## src/rtl/mem_arbiter.sv

```systemverilog
`default_nettype none
// ============================================================================
// Module   : mem_arbiter
// Purpose  : Two-port (instruction fetch / data) arbiter in front of a single
//            shared memory. Alternates grants on ties, and aborts an access
//            that waits longer than TIMEOUT grant cycles.
// Ports    : clk, reset (async, active-low)
//            i_req/i_addr -> i_ready/i_rdata        fetch port
//            d_req/d_we/d_addr/d_wdata -> d_ready/d_rdata   data port
//            err                                    timeout flag with ready
//            mem_req/mem_we/mem_addr/mem_wdata -> mem_rdata/mem_ready  memory
// Revision : 1.0 - initial release
// ============================================================================
module mem_arbiter #(
  parameter int WIDTH   = 32,
  parameter int TIMEOUT = 16
) (
  input  logic             clk,
  input  logic             reset,
  input  logic             i_req,
  input  logic [WIDTH-1:0] i_addr,
  output logic             i_ready,
  output logic [WIDTH-1:0] i_rdata,
  input  logic             d_req,
  input  logic             d_we,
  input  logic [WIDTH-1:0] d_addr,
  input  logic [WIDTH-1:0] d_wdata,
  output logic             d_ready,
  output logic [WIDTH-1:0] d_rdata,
  output logic             err,
  output logic             mem_req,
  output logic             mem_we,
  output logic [WIDTH-1:0] mem_addr,
  output logic [WIDTH-1:0] mem_wdata,
  input  logic [WIDTH-1:0] mem_rdata,
  input  logic             mem_ready
);

  typedef enum logic [1:0] {
    IDLE    = 2'd0,
    GRANT_I = 2'd1,
    GRANT_D = 2'd2,
    RESP    = 2'd3
  } state_t;

  localparam logic [7:0] CNT_LAST = 8'(TIMEOUT - 1);

  state_t           state;
  logic             last_d;   // 1: data port was granted last (also selects RESP port)
  logic [7:0]       cnt;
  logic             grant_d;
  logic             timed_out;
  logic [WIDTH-1:0] resp_data;

  // On a tie the port that was not granted last wins.
  assign grant_d   = d_req && (!i_req || !last_d);
  // A completing memory cycle beats the timeout in the same cycle.
  assign timed_out = !mem_ready && (cnt == CNT_LAST);
  assign resp_data = mem_ready ? mem_rdata : '0;

  always_ff @(posedge clk or negedge reset) begin
    if (!reset) begin
      state     <= IDLE;
      last_d    <= 1'b0;
      cnt       <= 8'd0;
      i_ready   <= 1'b0;
      i_rdata   <= '0;
      d_ready   <= 1'b0;
      d_rdata   <= '0;
      err       <= 1'b0;
      mem_req   <= 1'b0;
      mem_we    <= 1'b0;
      mem_addr  <= '0;
      mem_wdata <= '0;
    end else begin
      case (state)
        IDLE: begin
          if (i_req || d_req) begin
            state     <= grant_d ? GRANT_D : GRANT_I;
            last_d    <= grant_d;
            cnt       <= 8'd0;
            mem_req   <= 1'b1;
            mem_we    <= grant_d && d_we;
            mem_addr  <= grant_d ? d_addr : i_addr;
            mem_wdata <= grant_d ? d_wdata : '0;
          end
        end
        GRANT_I, GRANT_D: begin
          if (mem_ready || timed_out) begin
            state   <= RESP;
            mem_req <= 1'b0;
            mem_we  <= 1'b0;
            err     <= timed_out;
            if (last_d) begin
              d_ready <= 1'b1;
              d_rdata <= resp_data;
            end else begin
              i_ready <= 1'b1;
              i_rdata <= resp_data;
            end
          end else begin
            cnt <= cnt + 8'd1;
          end
        end
        RESP: begin
          state   <= IDLE;
          i_ready <= 1'b0;
          i_rdata <= '0;
          d_ready <= 1'b0;
          d_rdata <= '0;
          err     <= 1'b0;
        end
        default: state <= IDLE;
      endcase
    end
  end

endmodule
`default_nettype wire

```

## config.mk

```make
export PLATFORM = sky130hd
export DESIGN_NAME = mem_arbiter
export DESIGN_NICKNAME = d
export VERILOG_FILES = /design/src/rtl/mem_arbiter.sv
export SDC_FILE = /design/constraint.sdc
export NUM_CORES = 1
export LEC_CHECK = 0
export BUFFER_PORTS_ARGS = -buffer_cell sky130_fd_sc_hd__buf_2
export CORE_MARGIN = 10
export CORE_UTILIZATION = 48
export DETAILED_ROUTE_END_ITERATION = 12
export PLACE_DENSITY = 0.85
export SLEW_MARGIN = 10
export SYNTH_ARGS = -nofsm -noshare
export SYNTH_HDL_FRONTEND = slang
export SYNTH_SLANG_ARGS = --single-unit
export TNS_END_PERCENT = 30
```

## constraint.sdc

```tcl
create_clock -name clk -period 2.3 [get_ports clk]
set_input_delay 0.46 -clock clk [delete_from_list [all_inputs] [get_ports clk]]
set_output_delay 0.46 -clock clk [all_outputs]
set_load 0.05 [all_outputs]
```

Yosys cells after proc, flatten, opt, wreduce, memory -nomap -nowiden
Cells that the tools add are included.
{ "op_classes": {"add_sub_neg": 1, "eq_ne": 9, "mux": 29, "reduce_logical": 20} }
{ "ops": {"columns": ["operator", "count"], "rows": [
  ["2-to-1 mux 32 bit", 7],
  ["case mux 32 bit (2 select lines)", 2],
  ["2-to-1 mux 8 bit", 2],
  ["case mux 8 bit (2 select lines)", 1],
  ["AND reduction 3 bit", 4],
  ["!= test 2 bit, second input constant", 5],
  ["case mux 1 bit (2 select lines)", 5],
  ["adder 8 x 1 -> 8 bit, second input constant", 1],
  ["equality test 8 x 4 -> 1 bit, second input constant", 1],
  ["2-to-1 mux 1 bit", 8],
  ["2-to-1 mux 2 bit", 3],
  ["case mux 2 bit (3 select lines)", 1],
  ["AND reduction 2 bit", 3],
  ["equality test 2 bit, second input constant", 2],
  ["nonzero test 2 bit", 2],
  ["logical AND 1 bit", 3],
  ["logical NOT 1 bit", 3],
  ["logical OR 1 bit", 3],
  ["equality test 2 x 1 -> 1 bit, second input constant", 1],
  ["logical NOT 2 bit", 1],
  ["OR reduction 2 bit", 1]
]} }
{ "totals": {"ff_bits": 144, "in_bits": 134, "output_inout_bits": 133, "word_cells": 71} }

Depth between registers and ports, before layout
Gate-level depths: netlist (run 1).
{ "depth": {"ltp_word": 6, "depth_mapped": 9} }

Least setup slack after synthesis (run 1)
No wires, ideal clock.
{ "synth_timing": {"path_type": "reg-to-reg", "start": "register state[0]", "end": "register cnt[3]", "setup_time_ns": 0.124, "t_arrival_ns": 1.796, "required_ns": 2.176, "slack_ns": 0.380, "path_stages_with_launch": 9, "path_buffers": 2, "period_less_slack_ns": 1.920, "cell_sequence": "dfrtp_1 -> inv_1 -> ha_1 -> buf_6 -> inv_1 -> a2111o_1 -> buf_6 -> and2_4 -> a211o_1"} }
{ "synth_between": {"elab_chain_len": 4, "elab_cells_between_ends": 9, "classes_between": "eq/ne (4); mux (1); reduce/logical (4)"} }
{ "synth_lines": {"columns": ["element", "line_no", "text"], "rows": [
  ["from (decl)", "48", "state_t state;"],
  ["from (signal assigned)", "79", "state <= grant_d ? GRANT_D : GRANT_I;"],
  ["equality test 2 x 1 -> 1 bit / equality test 2 bit (equally long branches)", "76", "case (state)"],
  ["OR reduction 2 bit", "76", null],
  ["!= test 2 bit (no line) / nonzero test 2 bit (equally long branches)", null, null],
  ["AND reduction 3 bit (no line)", null, null],
  ["to (signal assigned)", "102", "cnt <= cnt + 8'd1;"],
  ["to (decl)", "50", "logic [7:0] cnt;"]
]} }
Several ways; a longest one is shown, not always the timed one.
A chain may end at the register's enable or synchronous reset.

Worst setup path after layout (run 1)
{ "layout_timing": {"start": "register state[0]", "end": "register cnt[7]"} }
The elaborated chain is that of the path after synthesis.

==> reports/qor.yml, run 1 <==
status:
  status: "finished with violations"
  failed_checks: "negative hold slack"
route:
  vias: 5056
  drt_iter0_drc: 184
  ant_nets: 0
  vias_per_cell: 5.066
  drt_pass1_iterations: 4
  wire_per_inst_microns: 18.08
  routed_wirelength_mm: 18.04
  drc: 0
final_layout:
  multi_input_area_sq_mm: 0.002442
  fillers: 996
  fin_nets: 950
  regArea_sq_mm: 0.003603
  drive_gt1_frac: 0.3988
  final_cells: 998
  area_delta_synth_final_pct: 33.73
floorplan:
  die_w_microns: 134.4
  core-area_sq_mm: 0.01272
  rows: 41
  io_pins: 267
  die_h_microns: 134.4
  dieArea_sq_mm: 0.01806
  initial_core_util: 0.4937
logic_synthesis:
  syn_nets: 690
  synth_top_area_frac: 0.5737
  ys_seq_area_frac: 0.5737
  synth-async-reset-ratio: 1.000
  synth-edff-count: 0
  syn-instance-count: 552
  synth_ff_type: "dfrtp_1"
  synth_area_sq_mm: 0.006281
  synth.top_cells.by_count: "dfrtp_1, nand2_1, mux2i_1, o21ai_0, a22o_1"
  yosysWarnings: 0
  synth_cell_types: 40
  syn_avg_cell_area_sq_um: 11.38
  yosysTopAreaCell: "dfrtp_1"
  ys_seq_elements: 144
  synth.most_common_cell: "dfrtp_1"
  netlist_top_cells_area: "dfrtp_1, mux2i_1, nand2_1"
clocking:
  cts_made_buffers: 17
  ctsResizeCount: 0
  clock_latency_ns: 0.41
  cts_hold_buf: 0
  htreeDepth: 4
  cts.sink_count: 144
  path_clk_slew_ns: 0.06
  postCtsSetupBuffers: 0
  cts_tree: "yes"
  root_buffer: "clkbuf_16"
  clock_path_buffers: 2
pwr:
  finalPower_uw: 13340
  p_leak_uw: 0.004416
  ir_drop_mv: 1.033
  power.density_mw_per_mm2: 1588
placement:
  dp_hpwl_mm: 13.72
  io_buffers: 266
  place_inst: 965
  place_congestion: 0.8361
min_path:
  hold_class: "input port to asynchronous set/reset pin"
timing:
  finalHoldViolCount: 8
  finalSetupViolCount: 0
  finalCritPeriodShare: 0.8980
  whs_ns: -0.004275
  rsz0062_at_grt: "no"
  fin_tns_setup_ns: 0
  finalMaxSlewViolations: 0
  finalCriticalPeriod_ns: 2.065
  skew_ns: 0.005703
  worst_pin_slew_ns: 0.6296
  max_slew_margin: 0.5787
  max_freq_mhz: 484.2
global_route:
  grt_usage: 0.1971
  antenna_found_initial: 1
  gr-total-overflow: 0
  grt_pass1_vias: 5436
  grt_pass1_wl_mm: 28.56
  grt_max_degree: 66
worst_setup_path:
  endpoint_kind: "flop"
  cp_max_fo: 7
  worst-setup-path-type: "flop to flop"
  crit_arrival_ns: 2.41
  crit_required_ns: 2.64
  cp-start-kind: "flop"
job:
  max-cap-violations: 0
-- area by class of cell --
cell class / count / area share
multi-input combinational: 365 / 0.2908
timing repair buffer: 280 / 0.1822
antenna: 1 / 0.0002979
clock inverter: 13 / 0.01639
sequential: 144 / 0.4290
tap: 172 / 0.02562
inverter: 4 / 0.001788
clock buffer: 19 / 0.05393
-- where the power goes --
part	internal, uW	switching, uW
logic	1840	4830
clock network	1650	1050
registers	3420	541
total	6910	6420
-- path summary, 6_finish.rpt --
path | cells after the start | from | slack (ns) | end
max in group asynchronous | 2 | reset | 1.67 | i_rdata[30]$_DFFE_PN0P_
min | 1 | reset | -0.004 | i_rdata[12]$_DFFE_PN0P_
min reg2reg | 2 | mem_addr[26]$_DFFE_PN0P_ | 0.47 | mem_addr[26]$_DFFE_PN0P_
max reg2reg | 6 | state[0]$_DFFE_PN0P_ | 0.23 | cnt[7]$_DFFE_PN0P_
min in group clk | 2 | d_wdata[16] | 0.26 | mem_wdata[16]$_DFFE_PN0P_
max | 6 | state[0]$_DFFE_PN0P_ | 0.23 | cnt[7]$_DFFE_PN0P_
-- per-stage QoR --
step	setup WS (ns)	hold slack (ns)	instance area, sq um	utilization
2_1_floorplan	0.3802	0.1644	6281	-
6_report	0.2346	-0.004275	8399	0.6602
4_1_cts	0.2380	0.002227	8397	0.6600
5_1_grt	0.08020	0.01466	8399	0.6602
3_3_place_gp	0.3336	0.4472	7806	0.6136
3_5_place_dp	0.2512	0.4443	7806	0.6136
-- cells in the final DEF, fill, tap and decap left out, types with 2 or more instances in the layout --
cell type     n
inv_1         4
o21ai_0      41
a22o_1       33
bufinv_16     2
buf_12        7
a21o_2        2
nor3_1        2
nor2b_1       2
buf_2       265
clkinvlp_4    3
ha_1          4
clkbuf_8      2
mux2i_1      99
nor2_1        3
o22a_2        2
dfrtp_1     144
a21oi_1       3
nand2_1     138
a21o_1        2
or3_1         2
buf_4         7
clkbuf_16    17
clkinv_4      3
nand3_1      11
clkinv_2      4
-- registers in the layout (all words and copies together), names as in the netlist --
register,cells
i_ready,1
mem_req,1
mem_wdata,32
err,1
mem_addr,32
last_d,1
mem_we,1
d_ready,1
i_rdata,32
cnt,8
d_rdata,32
state,2
-- logic make-up (layout without fill, tap and decap cells) --
logic type,Yosys count,after routing,synth area share
AND/OR/NAND/NOR,170,170,0.1155
AO/OA/AOI/OAI,91,91,0.1002
multiplexers,100,100,0.1596
adder cells (fa/ha/maj),4,4,0.007968
buffers and inverters,43,316,0.04303
flip-flops,144,144,0.5737
other,0,1,0
-- worst max-delay path, cell delays in order, from the launching register on --
cell	delay, ns
dfrtp_1	0.38
inv_1	0.08
ha_1	0.30
nor3b_1	0.21
a2111o_1	0.46
or4_1	0.48
nand3_1	0.09
-- metal layers --
metal  share of wire  track usage  wire [microns]  vias to the layer above
li1                -            -               -                     2423
met1            0.39       0.2242            7058                     2375
met2            0.48       0.3186            8621                      234
met3            0.11      0.09298            1999                       24
met4           0.020      0.06771             363                        0
met5               0            0               0                        -
Power figures use the tool's default switching activity.
==> run 2: changes to the inputs <==
--- a/config.mk
+++ b/config.mk
@@ -6,6 +6,7 @@
 export NUM_CORES = 1
 export LEC_CHECK = 0
 export BUFFER_PORTS_ARGS = -buffer_cell sky130_fd_sc_hd__buf_2
+export CORE_ASPECT_RATIO = 1.2
 export CORE_MARGIN = 10
 export CORE_UTILIZATION = 48
 export DETAILED_ROUTE_END_ITERATION = 12
==> reports/qor.yml, run 2 (synthesis results as in run 1) <==
timing:
  finalCriticalPeriod_ns: 2.054  # -0.01175 ns
  worst_pin_slew_ns: 0.9369  # +0.3073 ns
  max_slew_margin: 0.3731  # -0.2056
  finalSetupViolCount: 0  # unchanged
  finalCritPeriodShare: 0.8929  # -0.005110
  finalHoldViolCount: 0  # -8
  finalMaxSlewViolations: 0  # unchanged
  fin_tns_setup_ns: 0  # unchanged
  max_freq_mhz: 486.9  # +0.57%
  skew_ns: 0.01031  # +0.004609 ns
  rsz0062_at_grt: "no"
clocking:
  path_clk_slew_ns: 0.07  # about the same
  cts.sink_count: 144  # unchanged
  root_buffer: "clkbuf_16"
  cts_made_buffers: 17  # unchanged
  clock_latency_ns: 0.41  # about the same
  htreeDepth: 4  # unchanged
  postCtsSetupBuffers: 0  # unchanged
  cts_tree: "yes"
  clock_path_buffers: 2  # unchanged
  ctsResizeCount: 0  # unchanged
  cts_hold_buf: 0  # unchanged
worst_setup_path:
  crit_slowest_cell: "ha_1"
  cp_max_fo: 10  # +3
  r2r_cells: 6  # unchanged
  r2r_end: "state[0]$_DFFE_PN0P_"
  crit_chain: "inv_1 > ha_1 > nor2b_1 > a21boi_2 > or2_2 > mux2_2"
  crit_arrival_ns: 2.35  # -0.06 ns
  endpoint_kind: "flop"
  slowest_delay_ns: 0.45  # -0.03 ns
  r2r-start: "state[0]$_DFFE_PN0P_"
  r2r_slack_ns: 0.25  # about the same
  critPathTopFamily: "adder cells"
  crit_required_ns: 2.60  # -0.04 ns
  path_buf_inv: 1  # unchanged
  cp-start-kind: "flop"
  worst-setup-path-type: "flop to flop"
final_layout:
  layout_commonest_cell: "buf_2"
  fin_util: 0.6603  # about the same
  antenna_cells: 0  # -1
  drive_gt1_frac: 0.3981  # -0.0007296
  fillers: 1019  # +2.3%
  regArea_sq_mm: 0.003603  # unchanged
  fin_nets: 949  # -0.11%
  multi_input_area_sq_mm: 0.002442  # unchanged
  final_cell_mix: "buf_2, dfrtp_1, nand2_1"
  area_delta_synth_final_pct: 33.76  # about the same
job:
  max-cap-violations: 0  # unchanged
global_route:
  gr-total-overflow: 0  # unchanged
  antenna_found_initial: 1  # unchanged
  grt_usage: 0.1962  # -0.0008737
  grt_max_degree: 66  # unchanged
  grt_pass1_vias: 5363  # -1.3%
  grt_pass1_wl_mm: 29.21  # +2.3%
route:
  ant_nets: 0  # unchanged
  drc: 0  # unchanged
  wire_per_inst_microns: 18.34  # +1.4%
  vias: 5014  # -0.83%
  vias_per_cell: 5.075  # +0.17%
  drt_pass1_iterations: 4  # unchanged
  routed_wirelength_mm: 18.12  # +0.42%
  drt_iter0_drc: 329  # +79%
pwr:
  p_leak_uw: 0.004419  # about the same
  power.density_mw_per_mm2: 1600  # +0.74%
  ir_drop_mv: 0.9381  # -9.2%
placement:
  io_buffers: 266  # unchanged
  dp_hpwl_mm: 13.70  # -0.15%
  place_congestion: 0.8268  # -1.1%
status:
  status: "finished clean"
floorplan:
  die_h_microns: 145.3  # +8.1%
  initial_core_util: 0.4936  # about the same
  die_w_microns: 124.4  # -7.4%
  dieArea_sq_mm: 0.01808  # +0.11%
  core-area_sq_mm: 0.01272  # about the same
  io_pins: 267  # unchanged
  rows: 45  # +9.8%
min_path:
  hold_class: "input port to asynchronous set/reset pin"
-- run 2: metal layers --
metal  GRT usage  part of all wire
met1      0.2321              0.41
met2      0.3099              0.46
met3     0.09389              0.11
met4     0.05776             0.015
met5           0                 0
-- run 2: worst reg2reg max path, delay by kind of cell (launching register included) --
kind	cells	cell delay (ns)
AO/OA/AOI/OAI	1	0.29
adder cells (fa/ha/maj)	1	0.45
buffers and inverters	1	0.07
flip-flops	1	0.38
multiplexers	1	0.34
AND/OR/NAND/NOR	2	0.41
-- run 2: worst max-delay path by stage --
stage / startpoint / to / slack (ns) / cells past startpoint
floorplan: state[0]$_DFFE_PN0P_ / cnt[3]$_DFFE_PN0P_ / 0.38 / 8
global placement: i_req / mem_addr[9]$_DFFE_PN0P_ / 0.37 / 4
detailed placement: state[0]$_DFFE_PN0P_ / state[0]$_DFFE_PN0P_ / 0.27 / 6
CTS: state[0]$_DFFE_PN0P_ / state[0]$_DFFE_PN0P_ / 0.26 / 6
global route: state[0]$_DFFE_PN0P_ / state[0]$_DFFE_PN0P_ / 0.09 / 6
finish: state[0]$_DFFE_PN0P_ / state[0]$_DFFE_PN0P_ / 0.25 / 6
-- run 2: area by class of cell --
class,count,area share
timing repair buffer,279,0.1812
inverter,4,0.001787
sequential,144,0.4289
clock buffer,20,0.05555
tap,164,0.02442
clock inverter,12,0.01742
multi-input combinational,365,0.2907
-- run 2: power by group --
group	switching (uW)	total [uW]	internal (uW)
sequential	554	3970	3420
clock	1110	2820	1710
combinational	4820	6640	1820
-- run 2: per-stage QoR --
step	instances	setup slack (ns)	hold WS, ns	total power, uW	area (sq um)
CTS	988	0.2624	0.01867	13570	8402
floorplan	552	0.3802	0.1644	9020	6281
global placement	956	0.3740	0.4567	10560	7789
finish	988	0.2463	0.006375	13440	8402
detailed placement	956	0.2722	0.4591	10710	7789
global route	988	0.08859	0.04439	14190	8402
